`src/rtl/vend_ctrl_pkg.sv`:
```
// Shared types for the vending controller: one-hot FSM states and coin value decode.
package vend_ctrl_pkg;

    typedef enum logic [3:0] {
        StIdle     = 4'b0001,
        StCollect  = 4'b0010,
        StDispense = 4'b0100,
        StChange   = 4'b1000
    } vend_state_e;

    // Coin value in half-units: half=1, one=2, both in the same cycle=3.
    function automatic logic [1:0] coin_value(input logic half, input logic one);
        return {one, half};
    endfunction

endpackage

```
`src/rtl/vend_change_gen.sv`:
```
// Change pulse generator: loads a count, then emits pulse/gap pairs until the count is spent.
module vend_change_gen #(
    parameter int unsigned CNT_W = 4
) (
    input  logic             clk_i,
    input  logic             rst_ni,
    input  logic             load_i,
    input  logic [CNT_W-1:0] count_i,
    output logic             pulse_o,
    output logic             done_o
);

    logic [CNT_W-1:0] cnt_q, cnt_d;
    logic             pulse_q, pulse_d;
    logic             active_q, active_d;

    always_comb begin
        cnt_d    = cnt_q;
        pulse_d  = 1'b0;
        active_d = active_q;
        if (load_i) begin
            cnt_d    = count_i;
            active_d = 1'b1;
        end else if (active_q) begin
            if (pulse_q) begin
                if (cnt_q == '0) active_d = 1'b0;
            end else if (cnt_q != '0) begin
                pulse_d = 1'b1;
                cnt_d   = cnt_q - 1'b1;
            end
        end
    end

    always_ff @(posedge clk_i or negedge rst_ni) begin
        if (!rst_ni) begin
            cnt_q    <= '0;
            pulse_q  <= 1'b0;
            active_q <= 1'b0;
        end else begin
            cnt_q    <= cnt_d;
            pulse_q  <= pulse_d;
            active_q <= active_d;
        end
    end

    assign pulse_o = pulse_q;
    // High during the final pulse of the train.
    assign done_o  = pulse_q && (cnt_q == '0);

endmodule

```
`src/rtl/vend_ctrl.sv`:
```
// Vending controller: coin credit, dispenser req/ack handshake with timeout, change return.
module vend_ctrl
    import vend_ctrl_pkg::*;
#(
    parameter int unsigned PRICE    = 5,
    parameter int unsigned CREDIT_W = 4,
    parameter int unsigned ACK_TMO  = 16
) (
    input  logic                sys_clk,
    input  logic                sys_rst_n,
    input  logic                pi_money_half,
    input  logic                pi_money_one,
    input  logic                pi_cancel,
    input  logic                pi_disp_ack,
    output logic                po_disp_req,
    output logic                po_change,
    output logic [CREDIT_W-1:0] po_credit,
    output logic                po_busy,
    output logic                po_reject,
    output logic                po_fault
);

    localparam int unsigned TmoW = (ACK_TMO > 1) ? $clog2(ACK_TMO) : 1;
    localparam logic [CREDIT_W-1:0] PriceC  = CREDIT_W'(PRICE);
    localparam logic [TmoW-1:0]     TmoLast = TmoW'(ACK_TMO - 1);

    vend_state_e         state_q, state_d;
    logic [CREDIT_W-1:0] credit_q, credit_d;
    logic [TmoW-1:0]     tmo_q, tmo_d;
    logic                req_q, req_d;
    logic                fault_q, fault_d;
    logic                reject_q, reject_d;
    logic [CREDIT_W-1:0] coin_v, sum;
    logic                coin_any;
    logic                chg_load, chg_pulse, chg_done;

    assign coin_v   = CREDIT_W'(coin_value(pi_money_half, pi_money_one));
    assign coin_any = pi_money_half | pi_money_one;
    assign sum      = credit_q + coin_v;

    always_comb begin
        state_d  = state_q;
        credit_d = credit_q;
        tmo_d    = tmo_q;
        req_d    = req_q;
        fault_d  = 1'b0;
        reject_d = 1'b0;
        chg_load = 1'b0;
        unique case (state_q)
            StIdle, StCollect: begin
                // A completing coin always vends; cancel only matters below price.
                if (sum >= PriceC) begin
                    state_d  = StDispense;
                    credit_d = sum - PriceC;
                    req_d    = 1'b1;
                    tmo_d    = '0;
                end else if (pi_cancel && sum != '0) begin
                    state_d  = StChange;
                    credit_d = sum;
                    chg_load = 1'b1;
                end else begin
                    state_d  = (sum != '0) ? StCollect : StIdle;
                    credit_d = sum;
                end
            end
            StDispense: begin
                reject_d = coin_any;
                if (pi_disp_ack) begin
                    req_d = 1'b0;
                    tmo_d = '0;
                    if (credit_q != '0) begin
                        state_d  = StChange;
                        chg_load = 1'b1;
                    end else begin
                        state_d = StIdle;
                    end
                end else if (tmo_q == TmoLast) begin
                    // Dispenser never answered: refund the price along with any change.
                    req_d    = 1'b0;
                    tmo_d    = '0;
                    fault_d  = 1'b1;
                    credit_d = credit_q + PriceC;
                    state_d  = StChange;
                    chg_load = 1'b1;
                end else begin
                    tmo_d = tmo_q + 1'b1;
                end
            end
            StChange: begin
                reject_d = coin_any;
                if (credit_q == '0) begin
                    state_d = StIdle;
                end else if (chg_pulse) begin
                    credit_d = credit_q - 1'b1;
                    if (chg_done) state_d = StIdle;
                end
            end
            default: begin
                state_d  = StIdle;
                credit_d = '0;
                tmo_d    = '0;
                req_d    = 1'b0;
            end
        endcase
    end

    always_ff @(posedge sys_clk or negedge sys_rst_n) begin
        if (!sys_rst_n) begin
            state_q  <= StIdle;
            credit_q <= '0;
            tmo_q    <= '0;
            req_q    <= 1'b0;
            fault_q  <= 1'b0;
            reject_q <= 1'b0;
        end else begin
            state_q  <= state_d;
            credit_q <= credit_d;
            tmo_q    <= tmo_d;
            req_q    <= req_d;
            fault_q  <= fault_d;
            reject_q <= reject_d;
        end
    end

    vend_change_gen #(
        .CNT_W (CREDIT_W)
    ) u_change_gen (
        .clk_i   (sys_clk),
        .rst_ni  (sys_rst_n),
        .load_i  (chg_load),
        .count_i (credit_d),
        .pulse_o (chg_pulse),
        .done_o  (chg_done)
    );

    assign po_disp_req = req_q;
    assign po_change   = chg_pulse && (state_q == StChange);
    assign po_credit   = credit_q;
    assign po_busy     = (state_q == StDispense) || (state_q == StChange);
    assign po_reject   = reject_q;
    assign po_fault    = fault_q;

endmodule
```
`config.mk`:
```
export PLATFORM = sky130hd
export DESIGN_NAME = vend_ctrl
export DESIGN_NICKNAME = d
export VERILOG_FILES = /design/src/rtl/vend_ctrl_pkg.sv /design/src/rtl/vend_change_gen.sv /design/src/rtl/vend_ctrl.sv
export SDC_FILE = /design/constraint.sdc
export NUM_CORES = 1
export LEC_CHECK = 0
export ABC_CLOCK_PERIOD_IN_PS = 3300
export CORE_ASPECT_RATIO = 0.7
export CORE_UTILIZATION = 23
export CTS_BUF_LIST = sky130_fd_sc_hd__clkbuf_8
export DETAILED_ROUTE_END_ITERATION = 6
export PLACE_DENSITY_LB_ADDON = 0.3
export SLEW_MARGIN = 0
export SYNTH_ARGS = -nofsm -noshare
export SYNTH_HDL_FRONTEND = slang
export SYNTH_HIERARCHICAL = 1
export SYNTH_SLANG_ARGS = --single-unit
```
`constraint.sdc`:
```
create_clock -name sys_clk -period 3.3 [get_ports sys_clk]
set_clock_uncertainty 0.05 [all_clocks]
set_input_delay 0.66 -clock sys_clk [delete_from_list [all_inputs] [get_ports sys_clk]]
set_output_delay 0.66 -clock sys_clk [all_outputs]
set_load 0.05 [all_outputs]
```
==> reports/qor.yml, run 1 <==
placement:
  gp_congestion: 0.804
  dp_hpwl_um: 2720
  pre_cts_slack_ns: -0.0311
  portBuffers: 14
drt:
  wl_met1_um: 2060
  first_pass_iters: 6
  top_layer: "met4"
  drc: 3
  post_drt_wl_per_cell_um: 13.8
  drtIter0Drc: 46
  met3_wirelength_um: 163
  ant_nets: 0
  routed-wl-met2_um: 1340
  routed_wirelength_um: 3580
  via_per_inst: 4.64
  num_vias: 1201
logic_synthesis:
  yosysWarningCount: 6
  postSynthCellCount: 155
  synth_flop_cell: "dfrtp_1"
  netlist_area_um2: 1490
  avgSynthCellArea_um2: 9.61
  synth.net_count: 170
  ys_async_sr_fraction: 1.00
  synth_cell_types: 55
  ys_seq_area_frac: 0.353
  synth_edf_count: 0
  synth_seq_cells: 21
final_layout:
  final_cell_mix: "dfrtp_1 (20), nand2_1 (18), clkdlybuf4s50_1 (14)"
  syn_to_final_growth_pct: 23.3
  seqCellArea_um2: 527
  nFillCells: 665
  multi_input_area_um2: 912
  final_common_cell: "dfrtp_1"
  drive_gt1_frac: 0.182
  n_antenna_cell: 0
  nNetsFinal: 197
run_status:
  violations: "DRC"
  status: "finished, violations left"
timing:
  finalSetupViolCount: 0
  worstMarginPinSlew_ns: 0.503
  slew_violations: 0
  fin_crit_sh: 0.930
  rsz0062_at_grt: "no"
  hold_violations: 0
  max_freq_ghz: 0.326
  period_minus_slack_ns: 3.07
  maxSlewHeadroom: 0.664
  fin_ws_ns: 0.230
pwr:
  power_mw: 1.54
  p_per_area_nw_per_um2: 839
  ir_drop_uv: 208
  p_leak_nw: 0.856
worst_setup_path:
  end_kind: "flip-flop"
  crit_required_ns: 3.40
  cp_max_fo: 7
  cp.arrival_ns: 3.17
  cp-start-kind: "input pin"
  critical_path_class: "in -> reg"
die:
  die_h_um: 69.3
  initial_core_util: 0.239
  io_pins: 15
  rows: 24
  core_area_um2: 6250
  die_x_um: 98.2
  die-area_um2: 6810
grt:
  grt_pass1_vias: 1139
  grt_max_degree: 22
  globalRouteOverflowTotal: 0
  grtUsageTotal: 0.115
  grt_pass1_wl_um: 6180
  antenna_found_initial: 0
clock_tree:
  cts.sinks: 21
  htree_levels: 1
  clockBufferDepth: 2
  clock_latency_ns: 0.26
  tritoncts: "yes"
  cts_hold_buf: 0
  clkTransAtPathRegs_ns: 0.08
  cts_made_buffers: 3
  cts-root-buf: "clkbuf_8"
flow_run:
  cap_violations: 0
worst_hold_path:
  hold_class: "reg -> reg"
power breakdown:
group	switching, mW	internal [mW]	total, mW
Sequential	0.117	0.339	0.456
Clock	0.0887	0.0831	0.172
Combinational	0.501	0.413	0.914
Total	0.707	0.835	1.54
layer usage:
layer,up-vias,global-route usage
li1,610,-
met1,568,0.186
met2,21,0.147
met3,2,0.0343
met4,0,0.0149
met5,-,0
cells by family (layout without fill, tap and decap cells):
kind of cell,after synthesis,count (layout),share of synthesized area
adders and majority gates,9,9,0.0806
xor gates and xnor gates,6,6,0.0403
muxes,2,2,0.0134
buffers and inverters,12,38,0.0386
AOI/OAI and AO/OA,37,37,0.186
and+or+nand+nor,68,68,0.287
DFF,21,21,0.353
critical path, stage by stage:
cell,delay [ns]
clkdlybuf4s50_1,0.43
ha_1,0.25
fa_1,0.51
inv_1,0.08
ha_1,0.25
nor3b_1,0.15
o211a_1,0.22
a21o_1,0.19
inv_1,0.17
o41ai_2,0.10
o22a_1,0.17
through the flow:
stage | hold slack, ns | util | setup TNS [ns] | cell area, um^2 | std cells
after floorplan | 0.314 | - | 0 | 1490 | 155
after global placement | 0.451 | 0.286 | -0.0584 | 1790 | 255
after detailed placement | 0.458 | 0.286 | -0.0492 | 1790 | 255
after CTS | 0.469 | 0.293 | 0 | 1830 | 259
after global routing | 0.491 | 0.294 | 0 | 1840 | 259
final | 0.463 | 0.294 | 0 | 1840 | 259
synthesized netlist by cell type, drive strengths merged, types with 4 or more instances:
cell / instances / area, um^2
nor3: 5 / 35.0
nand3: 6 / 30.0
nor2: 11 / 67.6
xnor2: 4 / 35.0
nor3b: 4 / 35.0
or3: 4 / 25.0
dfrtp: 20 / 500
a21o: 4 / 30.0
o211ai: 4 / 40.0
a21oi: 7 / 38.8
ha: 8 / 100
o21ai: 9 / 45.0
nand2: 19 / 78.8
inv: 9 / 33.8
registers in the layout, summed over array words and instances (netlist names):
register,flops
state_q,4
po_credit,4
u_change_gen/active_q,1
u_change_gen/pulse_o,1
po_disp_req,1
po_reject,1
u_change_gen/cnt_q,4
tmo_q,4
po_fault,1
cell type report:
class,count,area share
clock inverters,1,0.00204
inverters,9,0.0184
well taps,78,0.0531
multi-input cells,122,0.496
flip-flops and latches,21,0.287
clock buffers,3,0.0225
repair buffers,25,0.121
final timing paths:
check	cells past startpoint	slack, ns	startpoint	to
setup / recovery	11	0.23	pi_money_half	u_change_gen/cnt_q[3]
hold / removal	1	0.46	tmo_q[0]	tmo_q[0]
setup reg to reg	10	0.54	po_credit[0]	u_change_gen/cnt_q[3]
hold reg to reg	1	0.46	tmo_q[0]	tmo_q[0]
max in group asynchronous	2	2.23	sys_rst_n	state_q[0]
min in group asynchronous	2	0.69	sys_rst_n	po_disp_req
timing repair:
item                                    CTS  global route
gates resized for setup                   0             1
endpoints found under the setup margin    0             1
setup buffers                             0             0
endpoints found under the hold margin     0             0
Note: power is estimated with default switching activity, not from simulation.
==> run 2: changes to the inputs <==
--- a/config.mk
+++ b/config.mk
@@ -7,6 +7,7 @@
 export LEC_CHECK = 0
 export ABC_CLOCK_PERIOD_IN_PS = 3300
 export CORE_ASPECT_RATIO = 0.7
+export CORE_MARGIN = 4
 export CORE_UTILIZATION = 23
 export CTS_BUF_LIST = sky130_fd_sc_hd__clkbuf_8
 export DETAILED_ROUTE_END_ITERATION = 6
==> reports/qor.yml, run 2 (synthesis gave the netlist of run 1 again) <==
timing:
  period_minus_slack_ns: 3.09
  rsz0062_at_grt: "no"
  fin_ws_ns: 0.210
  maxSlewHeadroom: 0.660
  max_freq_ghz: 0.324
  worstMarginPinSlew_ns: 0.509
  finalSetupViolCount: 0
  slew_violations: 0
  hold_violations: 0
  final.setup.tns_ns: 0
  fin_crit_sh: 0.936
grt:
  antenna_found_initial: 0
  grt_pass1_vias: 1129
  grt_pass1_wl_um: 6180
  grt_max_degree: 22
  globalRouteOverflowTotal: 0
  grtUsageTotal: 0.0988
drt:
  post_drt_wl_per_cell_um: 13.9
  num_vias: 1218
  drc: 0
  drtIter0Drc: 52
  ant_nets: 0
  first_pass_iters: 4
  routed_wirelength_um: 3610
  via_per_inst: 4.70
clock_tree:
  clkTransAtPathRegs_ns: 0.08
  cts_setup_buffers: 0
  post_cts_resized: 0
  cts_hold_buf: 0
  tritoncts: "yes"
  cts_made_buffers: 3
  htree_levels: 1
  cts.sinks: 21
  clockBufferDepth: 2
  clock_latency_ns: 0.27
  cts-root-buf: "clkbuf_8"
worst_setup_path:
  critical_path_class: "in -> reg"
  cp_max_fo: 7
  cp-start-kind: "input pin"
  reg2reg_from: "po_credit[0]"
  r2r_cells: 10
  crit_required_ns: 3.40
  reg2reg_slack_ns: 0.51
  cp_slowest_stage_delay_ns: 0.52
  cp_slowest_cell: "fa_1"
  end_kind: "flip-flop"
  cp.arrival_ns: 3.19
  path_cells: "clkdlybuf4s50_1 -> ha_1 -> fa_1 -> inv_1 -> ha_1 -> nor3b_1 -> o211a_1 -> a21o_1 -> inv_1 -> o41ai_2 -> o22a_1"
  worstReg2RegEnd: "u_change_gen/cnt_q[3]"
final_layout:
  fin_util: 0.293
  final_cell_area_um2: 1830
  syn_to_final_growth_pct: 22.9
  nNetsFinal: 197
  final_common_cell: "dfrtp_1"
  n_antenna_cell: 0
  drive_gt1_frac: 0.177
  instances_no_fill: 259
  seqCellArea_um2: 527
  multi_input_area_um2: 906
  final_cell_mix: "dfrtp_1 (20), nand2_1 (18), clkdlybuf4s50_1 (14)"
  nFillCells: 643
placement:
  dp_hpwl_um: 2760
  dpl_cell_area_um2: 1790
  gp_congestion: 0.770
  portBuffers: 14
  pre_cts_slack_ns: -0.0301
  place_inst: 255
die:
  die_h_um: 75.3
  initial_core_util: 0.239
  die-area_um2: 7850
  rows: 24
  die_x_um: 104
  io_pins: 15
  core_area_um2: 6250
pwr:
  ir_drop_uv: 202
  pwr-share-comb: 0.592
  p_per_area_nw_per_um2: 839
  switchingPower_mw: 0.706
  internal-power_mw: 0.831
  power_frac_seq: 0.296
  swShare: 0.460
  p_leak_nw: 0.855
  clkPwrFrac: 0.112
worst_hold_path:
  hold_class: "reg -> reg"
  hold_end: "tmo_q[0]"
  min_from: "tmo_q[0]"
  hold_depth: 1
flow_run:
  cap_violations: 0
run_status:
  status: "completed"
## run 2: cell counts in the layout (fill, tap and decap cells not counted)
Identical to the previous run, type by type.
## run 2: how the worst max path moves through the flow
stage	endpoint	slack [ns]	startpoint	cells past startpoint
floorplan	u_change_gen/cnt_q[3]	0.48	po_credit[0]	10
global placement	u_change_gen/cnt_q[0]	-0.06	pi_money_half	12
detailed placement	u_change_gen/cnt_q[3]	-0.03	pi_money_half	11
CTS	u_change_gen/cnt_q[3]	0.21	pi_money_half	11
global route	u_change_gen/cnt_q[3]	0.05	pi_money_half	11
finish	u_change_gen/cnt_q[3]	0.21	pi_money_half	11
## run 2: critical path: cells and delay by family
kind,cells,cell delay [ns]
AND/OR/NAND/NOR,1,0.15
adder cells (fa/ha/maj),3,1.01
AO/OA/AOI/OAI,4,0.69
buffers and inverters,3,0.68
## run 2: power groups by stage
stage          Sequential [mW]  Combinational, mW  Clock, mW
2_1_floorplan            0.486              0.570          0
3_3_place_gp             0.457              0.911          0
3_5_place_dp             0.459              0.906          0
4_1_cts                  0.453              0.912      0.181
5_1_grt                  0.470               1.00      0.193
6_report                 0.455              0.909      0.172
## run 2: cell type report
cell class | instances | share of cell area
clock buffer | 3 | 0.0225
clock inverter | 1 | 0.00205
inverter | 9 | 0.0184
multi-input combinational | 122 | 0.495
sequential | 21 | 0.288
tap | 78 | 0.0533
timing repair buffer | 25 | 0.122
## run 2: metrics by stage
| stage | power, mW | hold slack, ns |
|---|---|---|
| floorplan | 1.06 | 0.314 |
| global placement | 1.37 | 0.445 |
| detailed placement | 1.37 | 0.449 |
| CTS | 1.55 | 0.462 |
| global route | 1.66 | 0.511 |
| finish | 1.54 | 0.467 |
## run 2: metal layers
layer,vias up,share of wire,wire length (um),GRT usage
li1,619,-,-,-
met1,581,0.59,2120,0.155
met2,16,0.36,1310,0.130
met3,2,0.045,161,0.0313
met4,0,0.0053,19,0.0177
met5,-,0,0,0
==> run 3: changes to the inputs <==
--- a/config.mk
+++ b/config.mk
@@ -12,6 +12,7 @@
 export CTS_BUF_LIST = sky130_fd_sc_hd__clkbuf_8
 export DETAILED_ROUTE_END_ITERATION = 6
 export PLACE_DENSITY_LB_ADDON = 0.3
+export REMOVE_ABC_BUFFERS = 1
 export SLEW_MARGIN = 0
 export SYNTH_ARGS = -nofsm -noshare
 export SYNTH_HDL_FRONTEND = slang
==> reports/qor.yml, run 3 (synthesis gave the netlist of run 1 again) <==
run_status:
  status: "completed"
placement:
  portBuffers: 14
  dpl_cell_area_um2: 1760
  dp_hpwl_um: 2810
  gp_congestion: 0.809
  place_inst: 252
final_layout:
  seqCellArea_um2: 527
  n_antenna_cell: 0
  multi_input_area_um2: 906
  final_cell_area_um2: 1810
  fin_util: 0.290
  instances_no_fill: 256
  final_common_cell: "dfrtp_1"
  syn_to_final_growth_pct: 21.5
  nNetsFinal: 194
  drive_gt1_frac: 0.169
  final_cell_mix: "dfrtp_1 (20), nand2_1 (18), clkdlybuf4s50_1 (14)"
  nFillCells: 677
drt:
  first_pass_iters: 4
  drc: 0
  routed_wirelength_um: 3640
  drtIter0Drc: 92
  post_drt_wl_per_cell_um: 14.2
  via_per_inst: 4.71
  ant_nets: 0
  num_vias: 1207
timing:
  fin_crit_sh: 0.949
  slew_violations: 0
  max_freq_ghz: 0.319
  rsz0062_at_grt: "no"
  hold_violations: 0
  period_minus_slack_ns: 3.13
  maxSlewHeadroom: 0.667
  worstMarginPinSlew_ns: 0.499
  finalSetupViolCount: 0
  final.setup.tns_ns: 0
worst_setup_path:
  cp_max_fo: 6
  cp.arrival_ns: 3.24
  crit_required_ns: 3.41
  cp-start-kind: "input pin"
  reg2reg_slack_ns: 0.50
  critical_path_class: "in -> reg"
  reg2reg_from: "po_credit[0]"
  cp-startpoint: "pi_money_half"
  end_kind: "flip-flop"
die:
  rows: 24
  initial_core_util: 0.239
  io_pins: 15
  die-area_um2: 7850
  die_h_um: 75.3
  core_area_um2: 6250
  die_x_um: 104
pwr:
  p_per_area_nw_per_um2: 832
  ir_drop_uv: 272
  swShare: 0.465
  internal-power_mw: 0.806
  p_leak_nw: 0.838
  power_frac_seq: 0.302
  power_mw: 1.51
  switchingPower_mw: 0.700
  pwr-share-comb: 0.583
  clkPwrFrac: 0.115
worst_hold_path:
  hold_class: "reg -> reg"
  min_from: "tmo_q[0]"
grt:
  grt_pass1_vias: 1147
  globalRouteOverflowTotal: 0
  grt_max_degree: 22
  grtUsageTotal: 0.0980
  grt_pass1_wl_um: 6020
  antenna_found_initial: 0
clock_tree:
  cts-root-buf: "clkbuf_8"
  clkTransAtPathRegs_ns: 0.08
  cts_hold_buf: 0
  htree_levels: 1
  cts_setup_buffers: 0
  clock_latency_ns: 0.26
  clockBufferDepth: 2
  cts_made_buffers: 3
  cts.sinks: 21
  tritoncts: "yes"
  post_cts_resized: 0
flow_run:
  cap_violations: 0
[run 3: worst paths after layout]
| kind | to | cells past startpoint |
|---|---|---|
| max reg2reg | u_change_gen/cnt_q[3] | 10 |
| min | tmo_q[0] | 1 |
| max in group asynchronous | state_q[0] | 2 |
| min in group asynchronous | tmo_q[2] | 2 |
| min reg2reg | tmo_q[0] | 1 |
| max | u_change_gen/cnt_q[3] | 11 |
[run 3: per-layer routing]
layer,GRT usage,routed length [um]
met2,0.125,1280
met5,0,0
met3,0.0305,169
met4,0.0177,22
met1,0.157,2170
[run 3: layout make-up]
type	instances	share of cell area
multi-input combinational	122	0.500
sequential	21	0.291
timing repair buffer	22	0.111
tap	78	0.0539
clock buffer	3	0.0228
inverter	9	0.0187
clock inverter	1	0.00276
[run 3: worst max-delay path, stage by stage]
cell and delay [ns]:
clkdlybuf4s50_1 0.43, ha_1 0.25, fa_1 0.52, inv_1 0.08, ha_1 0.25, nor3b_1 0.16
o211a_1 0.23, a21o_1 0.19, inv_1 0.19, o41ai_2 0.11, o22a_1 0.16
[run 3: through the flow]
| step | worst slack [ns] | hold WS [ns] |
|---|---|---|
| after floorplan | 0.476 | 0.314 |
| after global placement | -0.0999 | 0.447 |
| after detailed placement | -0.0824 | 0.456 |
| after CTS | 0.167 | 0.471 |
| after global routing | 0.0555 | 0.495 |
| final | 0.170 | 0.471 |
[run 3: power groups by stage]
stage               registers (mW)  clock network, mW  logic, mW
finish                       0.455              0.174      0.878
detailed placement           0.459                  0      0.871
floorplan                    0.499                  0      0.548
CTS                          0.455              0.185      0.882
global placement             0.460                  0      0.874
global route                 0.472              0.194      0.962
==> variant: new RTL, config.mk and constraints of run 1 <==
Change the parameter `CREDIT_W` from 4 to 6.
--- a/src/rtl/vend_ctrl.sv
+++ b/src/rtl/vend_ctrl.sv
@@ -3,7 +3,7 @@
     import vend_ctrl_pkg::*;
 #(
     parameter int unsigned PRICE    = 5,
-    parameter int unsigned CREDIT_W = 4,
+    parameter int unsigned CREDIT_W = 6,
     parameter int unsigned ACK_TMO  = 16
 ) (
     input  logic                sys_clk,
Ports: changed (resized po_credit); port bits go from 15 to 17. No check against the original RTL was run, so the function may have changed too.
==> variant against run 1 <==
First-iteration DRC count grew to 2.9 times the old value. Setup slack worse by 0.046 ns. Routed wire length is 53% higher. Synthesized area is 32% higher. Maximum frequency is 1.5% lower. Sequential cell count is 4 higher. Worst hold slack worse by 0.0096 ns. Via count is 52% higher. Design area is 36% higher. Sequential share of layout area is 3.7 points lower. Final cell count is 39% higher. Critical path depth is 2 higher. Power is 54% higher. Critical path type unchanged. Largest power group unchanged.
==> variant: results (changes against run 1) <==
[worst_setup_path]
cp_top_family = adder cells
crit_fanout = 3  ; -4
reg2reg_slack_ns = 0.24  ; -0.30 ns
r2r_end = u_change_gen/cnt_q[0]$_DFFE_PN0P_
arrival_ns = 3.24  ; +0.07 ns
path_class = in -> reg
critPathLaunch = pi_money_half
cp-start-kind = input port
critical_path.max_stage_delay_ns = 0.58  ; +0.07 ns
ff2ff_path_depth = 12  ; +2
cpMaxStageDelayCell = fa_1

[logic_synthesis]
async_flop_share = 1.000  ; unchanged
synth_area_leaders = dfrtp_1 30%, ha_1 7.0%, nand2_1 3.8%
muxShareOfSynthArea = 0.005070  ; -0.008364
ys.warnings.count = 6  ; unchanged
synthXorXnorAreaFrac = 0.04880  ; +0.008494
synth-compound-area-share = 0.2231  ; +0.03667
syn_nets = 235  ; +38%
synthAdderAreaFrac = 0.07985  ; -0.0007566
avgSynthCellArea_sq_um = 9.099  ; -5.4%
synth_ff_type = dfrtp_1
seq_area_frac_synth = 0.3175  ; -0.03599
synth_common_cells = 24 x dfrtp_1, 20 x nand2_1, 14 x nor2_1, 13 x a21oi_1, 13 x inv_1
synthDistinctLibCells = 67  ; +22%

[grt]
grt_pass1_vias = 1745  ; +53%
grt_max_degree = 26  ; +18%
grt_use_met2 = 0.1864  ; +0.03931
grt_pass1_wl_mm = 9.218  ; +49%
use_met3 = 0.03037  ; -0.003902
grtUsageTotal = 0.1331  ; +0.01838
grt_antenna_before_repair = 0  ; unchanged
grt_use_met1 = 0.2042  ; +0.01824

[power]
vdd_drop_max_mv = 0.3390  ; +63%
p_leak_uw = 0.001089  ; +27%

[cells_and_area]
num_antenna_cells = 0  ; unchanged
fin_cells = 360  ; +39%
nNetsFinal = 278  ; +41%
fill_cells = 839  ; +26%
drive_gt1_frac = 0.2162  ; +0.03390

[timing]
final.setup.worst_slack_ns = 0.1844  ; -0.04551 ns
slew_headroom = 0.5214  ; -0.1424

[place]
dp_hpwl_mm = 4.282  ; +57%
pre_cts_ws_ns = -0.3971  ; -0.3660 ns
gp_congestion = 0.8687  ; +8.1%
dpl-instance-area_sq_um = 2426  ; +36%
portBuffers = 16  ; +2

[drt]
first_iter_violations = 135  ; +190%
routed-via-count = 1830  ; +52%
first_pass_iters = 4  ; -2
wirelength_mm = 5.484  ; +53%

[cts]
clockBufferDepth = 2  ; unchanged
cts_max_level = 1  ; unchanged
cts_made_buffers = 3  ; unchanged
insertion_delay_ns = 0.29  ; +0.03 ns
cts_root_buffer = clkbuf_8
cts.reportedPaths.clkPinSlew_ns = 0.11  ; +0.03 ns

[outcome]
status = completed

==> variant: layout make-up <==
type	count	area, sq um	share of cell area
clock buffers	3	41.29	0.01646
clock inverters	1	8.758	0.003491
inverters	13	48.80	0.01945
repair buffers	46	390.4	0.1556
flip-flops and latches	25	626.9	0.2499
multi-input cells	171	1266	0.5047
well taps	101	126.4	0.05037
==> variant: what timing repair did <==
action | in CTS | in global routing
hold endpoints to repair | 0 | 0
resized for setup | 2 | 5
setup endpoints to repair | 2 | 2
pin swaps | 2 | 7
buffers inserted | 0 | 1
==> variant: worst min-delay path by stage <==
stage	startpoint	end	slack (ns)	cells past startpoint
after floorplan	sys_rst_n	po_credit[0]$_DFF_PN0_	0.31	0
after global placement	po_disp_req$_DFFE_PN0P_	po_disp_req$_DFFE_PN0P_	0.43	1
after detailed placement	po_disp_req$_DFFE_PN0P_	po_disp_req$_DFFE_PN0P_	0.44	1
after CTS	po_disp_req$_DFFE_PN0P_	po_disp_req$_DFFE_PN0P_	0.47	1
after global routing	po_disp_req$_DFFE_PN0P_	po_disp_req$_DFFE_PN0P_	0.48	1
final	po_disp_req$_DFFE_PN0P_	po_disp_req$_DFFE_PN0P_	0.45	1
==> variant: power breakdown <==
| group | switching, uW | internal [uW] | total [uW] |
|---|---|---|---|
| clock network | 120 | 89.0 | 209 |
| registers | 166 | 413 | 579 |
| logic | 864 | 724 | 1590 |
| total | 1150 | 1230 | 2380 |
==> variant: metal layers <==
layer	part of all wire	up-vias
met1	0.54	891
met5	0	-
met3	0.051	4
li1	-	885
met2	0.40	50
met4	0.0069	0
